[src/rtl/alarm_ctrl_if.sv]
// Signal bundle between the time-of-day/user-input side and the alarm stage.
// The master drives time, tick and button pulses. The slave (alarm_ctrl) drives
// the stored alarm time and the status/buzzer outputs.
interface alarm_ctrl_if;
    logic       tick;
    logic [4:0] hours;
    logic [5:0] minutes;
    logic [5:0] seconds;
    logic       alarm_en;
    logic       set_mode;
    logic       hr;
    logic       min;
    logic       updown;
    logic       snooze;
    logic       stop;
    logic [4:0] alarm_hours;
    logic [5:0] alarm_minutes;
    logic       ringing;
    logic       snoozed;
    logic       buzzer;

    modport master (
        output tick, hours, minutes, seconds, alarm_en, set_mode,
               hr, min, updown, snooze, stop,
        input  alarm_hours, alarm_minutes, ringing, snoozed, buzzer
    );

    modport slave (
        input  tick, hours, minutes, seconds, alarm_en, set_mode,
               hr, min, updown, snooze, stop,
        output alarm_hours, alarm_minutes, ringing, snoozed, buzzer
    );
endinterface

[src/rtl/alarm_ctrl.sv]
// Alarm stage: stores an adjustable alarm time, detects the match against the
// time-of-day counter and runs the ring/snooze/timeout sequence.
// Optional macro SNOOZE_LIMIT_EN caps accepted snoozes at MAX_SNOOZE per alarm.
//
// state     | meaning
// ----------+--------------------------------------------------------------
// S_IDLE    | armed or disarmed, waiting for a match edge
// S_RINGING | buzzer beeping, ring timer counting ticks up to RING_SECS-1
// S_SNOOZE  | buzzer silent, snooze timer counting down to zero
module alarm_ctrl #(
    parameter int RST_HR      = 6,
    parameter int RST_MIN     = 0,
    parameter int RING_SECS   = 60,
    parameter int SNOOZE_MINS = 5,
    parameter int MAX_SNOOZE  = 3
) (
    input  logic         clk,
    input  logic         rst,
    alarm_ctrl_if.slave  bus
);

    typedef enum logic [1:0] {S_IDLE, S_RINGING, S_SNOOZE} state_t;

    localparam int RING_W     = $clog2(RING_SECS) + 1;
    localparam int SNZ_TICKS  = SNOOZE_MINS * 60;
    localparam int SNZ_W      = $clog2(SNZ_TICKS) + 1;
    localparam logic [RING_W-1:0] RING_LAST = RING_W'(RING_SECS - 1);
    localparam logic [SNZ_W-1:0]  SNZ_LOAD  = SNZ_W'(SNZ_TICKS - 1);

    state_t            state_q, state_d;
    logic [4:0]        ahr_q, ahr_d;
    logic [5:0]        amin_q, amin_d;
    logic [RING_W-1:0] ring_cnt_q, ring_cnt_d;
    logic [SNZ_W-1:0]  snz_cnt_q, snz_cnt_d;
    logic              match_q, match_d;
    logic              buzzer_q, buzzer_d;
    logic              ringing_q, ringing_d;
    logic              snoozed_q, snoozed_d;
    logic              trig;
    logic              snooze_ok;

`ifdef SNOOZE_LIMIT_EN
    localparam int NUM_W = $clog2(MAX_SNOOZE) + 1;
    logic [NUM_W-1:0] snz_num_q, snz_num_d;
    assign snooze_ok = (snz_num_q != NUM_W'(MAX_SNOOZE));
`else
    assign snooze_ok = 1'b1;
`endif

    // Alarm time adjust: hour and minute wrap independently, no carry.
    always_comb begin
        ahr_d  = ahr_q;
        amin_d = amin_q;
        if (bus.set_mode) begin
            if (bus.hr) begin
                if (bus.updown) ahr_d = (ahr_q == 5'd23) ? 5'd0 : ahr_q + 5'd1;
                else            ahr_d = (ahr_q == 5'd0) ? 5'd23 : ahr_q - 5'd1;
            end
            if (bus.min) begin
                if (bus.updown) amin_d = (amin_q == 6'd59) ? 6'd0 : amin_q + 6'd1;
                else            amin_d = (amin_q == 6'd0) ? 6'd59 : amin_q - 6'd1;
            end
        end
    end

    // Match edge detect; firing only on the rising edge prevents retrigger
    // while seconds==0 is held for several clocks.
    always_comb begin
        match_d = (bus.hours == ahr_q) && (bus.minutes == amin_q) &&
                  (bus.seconds == 6'd0);
        trig    = match_d & ~match_q & bus.alarm_en & ~bus.set_mode;
    end

    // Next-state, timers and buzzer; alarm_en low overrides everything.
    always_comb begin
        state_d    = state_q;
        ring_cnt_d = ring_cnt_q;
        snz_cnt_d  = snz_cnt_q;
        buzzer_d   = buzzer_q;
`ifdef SNOOZE_LIMIT_EN
        snz_num_d  = snz_num_q;
`endif
        if (!bus.alarm_en) begin
            state_d  = S_IDLE;
            buzzer_d = 1'b0;
        end else begin
            case (state_q)
                S_IDLE: begin
                    buzzer_d = 1'b0;
                    if (trig) begin
                        state_d    = S_RINGING;
                        ring_cnt_d = '0;
                        buzzer_d   = 1'b1;
`ifdef SNOOZE_LIMIT_EN
                        snz_num_d  = '0;
`endif
                    end
                end
                S_RINGING: begin
                    if (bus.stop) begin
                        state_d  = S_IDLE;
                        buzzer_d = 1'b0;
                    end else if (bus.snooze && snooze_ok) begin
                        state_d   = S_SNOOZE;
                        snz_cnt_d = SNZ_LOAD;
                        buzzer_d  = 1'b0;
`ifdef SNOOZE_LIMIT_EN
                        snz_num_d = snz_num_q + NUM_W'(1);
`endif
                    end else if (bus.tick) begin
                        if (ring_cnt_q == RING_LAST) begin
                            state_d  = S_IDLE;
                            buzzer_d = 1'b0;
                        end else begin
                            ring_cnt_d = ring_cnt_q + RING_W'(1);
                            buzzer_d   = ~buzzer_q;
                        end
                    end
                end
                S_SNOOZE: begin
                    buzzer_d = 1'b0;
                    if (bus.stop) begin
                        state_d = S_IDLE;
                    end else if (bus.tick) begin
                        if (snz_cnt_q == '0) begin
                            state_d    = S_RINGING;
                            ring_cnt_d = '0;
                            buzzer_d   = 1'b1;
                        end else begin
                            snz_cnt_d = snz_cnt_q - SNZ_W'(1);
                        end
                    end
                end
                default: begin
                    state_d  = S_IDLE;
                    buzzer_d = 1'b0;
                end
            endcase
        end
        ringing_d = (state_d == S_RINGING);
        snoozed_d = (state_d == S_SNOOZE);
    end

    // All state, with asynchronous active-low clear.
    always_ff @(posedge clk or negedge rst) begin
        if (!rst) begin
            state_q    <= S_IDLE;
            ahr_q      <= 5'(RST_HR);
            amin_q     <= 6'(RST_MIN);
            ring_cnt_q <= '0;
            snz_cnt_q  <= '0;
            match_q    <= 1'b0;
            buzzer_q   <= 1'b0;
            ringing_q  <= 1'b0;
            snoozed_q  <= 1'b0;
`ifdef SNOOZE_LIMIT_EN
            snz_num_q  <= '0;
`endif
        end else begin
            state_q    <= state_d;
            ahr_q      <= ahr_d;
            amin_q     <= amin_d;
            ring_cnt_q <= ring_cnt_d;
            snz_cnt_q  <= snz_cnt_d;
            match_q    <= match_d;
            buzzer_q   <= buzzer_d;
            ringing_q  <= ringing_d;
            snoozed_q  <= snoozed_d;
`ifdef SNOOZE_LIMIT_EN
            snz_num_q  <= snz_num_d;
`endif
        end
    end

    assign bus.alarm_hours   = ahr_q;
    assign bus.alarm_minutes = amin_q;
    assign bus.ringing       = ringing_q;
    assign bus.snoozed       = snoozed_q;
    assign bus.buzzer        = buzzer_q;

endmodule

[src/flat_wrapper.sv]
// flat-port wrapper written by rule: the top's interface ports become plain ports
module alarm_ctrl_flat 
#(
    parameter int RST_HR      = 6,
    parameter int RST_MIN     = 0,
    parameter int RING_SECS   = 60,
    parameter int SNOOZE_MINS = 5,
    parameter int MAX_SNOOZE  = 3
)
  (clk, rst, bus_tick, bus_hours, bus_minutes, bus_seconds, bus_alarm_en, bus_set_mode, bus_hr, bus_min, bus_updown, bus_snooze, bus_stop, bus_alarm_hours, bus_alarm_minutes, bus_ringing, bus_snoozed, bus_buzzer);
  alarm_ctrl_if bus_i ();
  input  logic clk;
  input  logic rst;
  input wire logic [$bits(bus_i.tick)-1:0] bus_tick;
  input wire logic [$bits(bus_i.hours)-1:0] bus_hours;
  input wire logic [$bits(bus_i.minutes)-1:0] bus_minutes;
  input wire logic [$bits(bus_i.seconds)-1:0] bus_seconds;
  input wire logic [$bits(bus_i.alarm_en)-1:0] bus_alarm_en;
  input wire logic [$bits(bus_i.set_mode)-1:0] bus_set_mode;
  input wire logic [$bits(bus_i.hr)-1:0] bus_hr;
  input wire logic [$bits(bus_i.min)-1:0] bus_min;
  input wire logic [$bits(bus_i.updown)-1:0] bus_updown;
  input wire logic [$bits(bus_i.snooze)-1:0] bus_snooze;
  input wire logic [$bits(bus_i.stop)-1:0] bus_stop;
  output wire logic [$bits(bus_i.alarm_hours)-1:0] bus_alarm_hours;
  output wire logic [$bits(bus_i.alarm_minutes)-1:0] bus_alarm_minutes;
  output wire logic [$bits(bus_i.ringing)-1:0] bus_ringing;
  output wire logic [$bits(bus_i.snoozed)-1:0] bus_snoozed;
  output wire logic [$bits(bus_i.buzzer)-1:0] bus_buzzer;
  assign bus_i.tick = bus_tick;
  assign bus_i.hours = bus_hours;
  assign bus_i.minutes = bus_minutes;
  assign bus_i.seconds = bus_seconds;
  assign bus_i.alarm_en = bus_alarm_en;
  assign bus_i.set_mode = bus_set_mode;
  assign bus_i.hr = bus_hr;
  assign bus_i.min = bus_min;
  assign bus_i.updown = bus_updown;
  assign bus_i.snooze = bus_snooze;
  assign bus_i.stop = bus_stop;
  assign bus_alarm_hours = bus_i.alarm_hours;
  assign bus_alarm_minutes = bus_i.alarm_minutes;
  assign bus_ringing = bus_i.ringing;
  assign bus_snoozed = bus_i.snoozed;
  assign bus_buzzer = bus_i.buzzer;
  alarm_ctrl #(.RST_HR(RST_HR), .RST_MIN(RST_MIN), .RING_SECS(RING_SECS), .SNOOZE_MINS(SNOOZE_MINS), .MAX_SNOOZE(MAX_SNOOZE)) u_core (.clk(clk), .rst(rst), .bus(bus_i));
endmodule
[config.mk]
export PLATFORM = sky130hd
export DESIGN_NAME = alarm_ctrl_flat
export DESIGN_NICKNAME = d
export VERILOG_FILES = /design/src/rtl/alarm_ctrl_if.sv /design/src/rtl/alarm_ctrl.sv /design/src/flat_wrapper.sv
export SDC_FILE = /design/constraint.sdc
export NUM_CORES = 1
export LEC_CHECK = 0
export BUFFER_PORTS_ARGS = -buffer_cell sky130_fd_sc_hd__buf_2
export CORE_UTILIZATION = 40
export CTS_CLUSTER_DIAMETER = 100
export DETAILED_ROUTE_END_ITERATION = 8
export PLACE_DENSITY = 0.65
export SYNTH_ARGS = -nofsm -noshare
export SYNTH_HDL_FRONTEND = slang
export SYNTH_SLANG_ARGS = --single-unit
[constraint.sdc]
create_clock -name clk -period 1.93 [get_ports clk]
set_input_delay 0.193 -clock clk [delete_from_list [all_inputs] [get_ports clk]]
set_output_delay 0.193 -clock clk [all_outputs]
set_load 0.005 [all_outputs]
* Word level (Yosys, flattened, before mapping)
Index checks and enable logic that the tools add are counted.
Widths: inputs -> output; s select.
** Operators by class
- Add/subtract/negate cells :: 6
- Equality and inequality tests :: 20
- Multiplexer cells :: 41
- Bitwise logic cells :: 6
- Reductions and logical operators :: 13
** Operators with widths (count)
- $mux 7 :: 8
- $mux 10 :: 5
- $pmux 7 s3 :: 1
- $pmux 10 s2 :: 1
- $mux 2 :: 9
- $mux 6 :: 3
- $ne 2x2->1 const B :: 8
- $mux 5 :: 3
- $logic_not 6->1 :: 2
- $logic_not 10->1 :: 1
- $reduce_and 10->1 :: 1
- $sub 10x1->10 const B :: 1
- $mux 1 :: 9
- $add 7x1->7 const B :: 1
- $eq 7x6->1 const B :: 1
- $reduce_and 7->1 :: 1
- $add 6x1->6 const B :: 1
- $eq 6x6->1 :: 1
- $eq 6x6->1 const B :: 1
- $pmux 2 s3 :: 1
- $sub 6x1->6 const B :: 1
- $add 5x1->5 const B :: 1
- $eq 5x5->1 :: 1
- $eq 5x5->1 const B :: 1
- 14 further kinds :: 23
** Storage, ports and cells
- Bits in registers :: 34
- Input port bits :: 27
- Output and inout bits :: 14
- Word-level logic and storage cells :: 95

* Depth between registers and ports, before layout
- Depth in word-level cells :: 10
- Depth in mapped cells :: 8
- Depth with buffers taken out :: 7

* Worst setup path before layout
Ideal clock, no wire load.
- Kind :: reg-to-reg
- Start point :: register u_core.snz_cnt_q[0]
- End point :: register u_core.snz_cnt_q[6]
- Setup time :: 0.131 ns
- Arrival time :: 1.926 ns
- Slack :: -0.127 ns
- Stages on the path, launching flop included :: 8
- Period minus slack after synthesis :: 2.057 ns
- Path through :: dfrtp_1 > inv_1 > ha_1 > or3b_2 > nand2b_1 > a2111oi_0 > xnor2_1 > nor2_1
** Between the ends
- Cells in the longest elaborated chain, start to end :: 5
- Elaborated cells on any way between the ends :: 8
- Classes of those cells :: 1 x add/sub; 1 x eq/ne; 4 x mux; 2 x reduce/logical
** RTL lines
- start: declaration :: line alarm_ctrl.sv:34 : logic [SNZ_W-1:0] snz_cnt_q, snz_cnt_d;
- start signal: assignment :: line alarm_ctrl.sv:164 : snz_cnt_q <= snz_cnt_d;
- $sub 10x1->10 :: line alarm_ctrl.sv:130 : snz_cnt_d = snz_cnt_q - SNZ_W'(1);
- $mux 10 :: line alarm_ctrl.sv:125 : if (snz_cnt_q == '0) begin
- $mux 10 :: line alarm_ctrl.sv:124 : end else if (bus.tick) begin
- $mux 10 :: line alarm_ctrl.sv:122 : if (bus.stop) begin
- $pmux 10 s2 :: line alarm_ctrl.sv:87 : case (state_q)
Parallel ways exist; a longest one is shown, timed or not. The select of a mux whose other input is x is not followed.
A chain may end at the register's enable or synchronous reset.

* Worst setup path in the final report
- Start point :: register u_core.snz_cnt_q[0]
- End point :: register u_core.snz_cnt_q[3]
Same word-level chain as after synthesis.

==> results.json <==
{
  "synth_ff_type": "dfrtp_1",
  "syn_avg_cell_area_um2": 8.59,
  "n_fill_cell": 491,
  "hp-class": "primary input to register",
  "grt-ovfl-total": 0,
  "layout_commonest_cell": "buf_2",
  "layout.nets": 363,
  "worstSetupEndpointType": "register",
  "gp_congestion": 0.945,
  "async_reset_ff_share_pct": 100,
  "place_worst_setup_slack_ps": -65.0,
  "start_util_pct": 42.8,
  "synth_top_family_by_area": "compound AO/OA/AOI/OAI gates",
  "dieArea_um2": 5910,
  "synth_xor_area_share_pct": 8.21,
  "antenna_found_initial": 0,
  "antenna_cells": 0,
  "syn2layout_area_growth_pct": 29.3,
  "worstSetupPathType": "register to register",
  "cp-startpoint": "u_core.snz_cnt_q[0]",
  "grt_use_total_pct": 19.7,
  "reg2reg_to": "u_core.snz_cnt_q[3]",
  "drive_above_1_share_pct": 28.0,
  "rows": 26,
  "rsz0062_at_grt": "true",
  "finalCriticalPeriod_ps": 1970,
  "synthCells": 261,
  "reg2reg_slack_ps": -40,
  "setup_slack_ps": -44.9,
  "synthSimpleGateAreaFrac_pct": 19.4,
  "cp.required_ps": 2100,
  "hold_viol": 0,
  "drv_cap": 0,
  "drt-pass1-iter-count": 5,
  "status": "complete, but fails checks",
  "final_cell_mix": "buf_2, dfrtp_1, buf_4",
  "grt_pass1_wl_mm": 9.32,
  "synthMuxAreaShare_pct": 0.949,
  "hold_end": "u_core.bus.buzzer",
  "die_w_um": 76.9,
  "path_max_fanout": 4,
  "dpl_cell_area_um2": 2700,
  "violations": "setup timing",
  "pin_count": 41,
  "setup-violations-final": 6,
  "initialDrtViolationCount": 95,
  "cts_sinks": 34,
  "postRouteAntennaNets": 0,
  "clock_latency_ps": 280,
  "slew_headroom_pct": 48.7,
  "wl_per_cell_um": 14.1,
  "root_buffer": "clkbuf_8",
  "netlist_area_um2": 2240,
  "reg2regPathDepth": 7,
  "seq_area_frac_synth_pct": 38.1,
  "ir_worst_vdd_mv": 0.623,
  "synth_cell_types": 45,
  "finClkSkew_ps": 3.41,
  "fmax_mhz": 506,
  "clkTransAtPathRegs_ps": 70,
  "grt_pass1_vias": 2062,
  "worstHoldPathCells": 3,
  "synth_edf_count": 0,
  "power_mw": 2.48,
  "grt_max_degree": 35,
  "startpoint_type": "register",
  "synth_compound_area_share_pct": 25.3,
  "cts_tree": "done",
  "viasPerCell": 5.50,
  "coreArea_um2": 5240,
  "wl_mm": 5.61,
  "cts_max_level": 2,
  "synth_fa_ha_area_share_pct": 3.91,
  "dp_hpwl_mm": 4.09,
  "die_y_um": 76.9,
  "total_leakage_power_nw": 1.28,
  "final_max_slew_viol_count": 0,
  "portBuffers": 40,
  "timing.final.crit_share_pct": 102,
  "power_density_nw_per_um2": 856,
  "remaining_drc_errors": 0,
  "ys_ff_latch": 34,
  "tightest_slew_ps": 770,
  "yosysWarnings": 0,
  "vias": 2193,
  "rr_startpoint": "u_core.snz_cnt_q[0]",
  "numCtsBuffers": 5,
  "worstHoldStart": "bus_alarm_en",
  "cts_buffer_depth": 2,
  "synth_nets": 295,
  "final_cell_area_um2": 2900,
  "arrival_ps": 2150
}
==> synthesized netlist by cell type (all sizes together) (7+ instances only) <==
| cell | count | share of area, % |
|---|---|---|
| dfrtp | 32 | 36 |
| ha | 7 | 3.9 |
| nor4 | 7 | 2.0 |
| o21ai | 22 | 4.9 |
| a31oi | 11 | 3.1 |
| clkbuf | 8 | 1.3 |
| nor2 | 20 | 3.3 |
| nand2 | 25 | 4.2 |
| inv | 15 | 2.5 |
| a21oi | 19 | 4.2 |
| xnor2 | 19 | 7.4 |
==> worst max-delay path, stage by stage, from the launching register on <==
cell	delay (ps)
dfrtp_1	400
inv_2	90
ha_4	130
or3b_4	400
o41ai_4	330
buf_4	210
a21oi_4	70
a211o_1	250
==> metal layers <==
metal	vias up	part of all wire (%)	wire (um)	GRT usage, %
met3	5	4.8	272	4.76
met4	0	0.94	53	4.62
met1	1029	47	2650	25.4
met5	-	0	0	0
li1	1094	-	-	-
met2	65	47	2630	32.9
==> power breakdown <==
part	switching (mW)	leakage [nW]	internal, mW
sequential	0.138	0.439	0.833
clock	0.242	0.0383	0.248
combinational	0.544	0.800	0.474
total	0.924	1.28	1.55
==> repair_timing <==
item                                    CTS  global route
buffers inserted                          1             3
hold buffers                              1             0
hold endpoints to repair                  8             0
resized for setup                         9            10
gates cloned                              0             0
endpoints found under the setup margin   13            20
pin swaps                                 4             5
==> metrics by stage <==
step	setup TNS [ps]	hold slack (ps)	instances	util, %
final	-116	222	399	55.3
after CTS	-68.0	207	396	54.3
after global routing	-1530	222	399	55.3
after global placement	-36.1	310	387	51.6
after floorplan	-113	-103	261	-
after detailed placement	-272	314	387	51.6
==> cell families (layout without fill, tap and decap cells) <==
kind of cell | Yosys count | count (layout)
AO/OA/AOI/OAI | 86 | 86
AND/OR/NAND/NOR | 87 | 87
XOR/XNOR | 21 | 21
multiplexers | 2 | 2
adder cells (fa/ha/maj) | 7 | 7
buffers and inverters | 24 | 92
flip-flops | 34 | 34
==> area by class of cell <==
class	count	area (um^2)	share of cell area [%]
sequential	34	853	29.5
timing repair buffer	70	435	15.0
tap	70	87.6	3.02
inverter	15	56.3	1.94
clock buffer	7	76.3	2.63
multi-input combinational	203	1390	47.9
==> state kept, by name (all words and copies together), names as in the netlist <==
signal	cells
u_core.bus.alarm_hours	5
u_core.state_q	2
u_core.snz_cnt_q	10
u_core.bus.ringing	1
u_core.ring_cnt_q	7
u_core.match_q	1
u_core.bus.snoozed	1
u_core.bus.buzzer	1
u_core.bus.alarm_minutes	6
==> worst max path at each step <==
stage	to	slack, ps	cells after the start
after floorplan	u_core.snz_cnt_q[3]	-40	6
after global routing	u_core.snz_cnt_q[3]	-120	7
after global placement	u_core.ring_cnt_q[5]	-20	5
after CTS	u_core.snz_cnt_q[9]	-30	8
after detailed placement	u_core.ring_cnt_q[5]	-70	5
final	u_core.snz_cnt_q[3]	-40	7
Power figures use the tool's default switching activity.
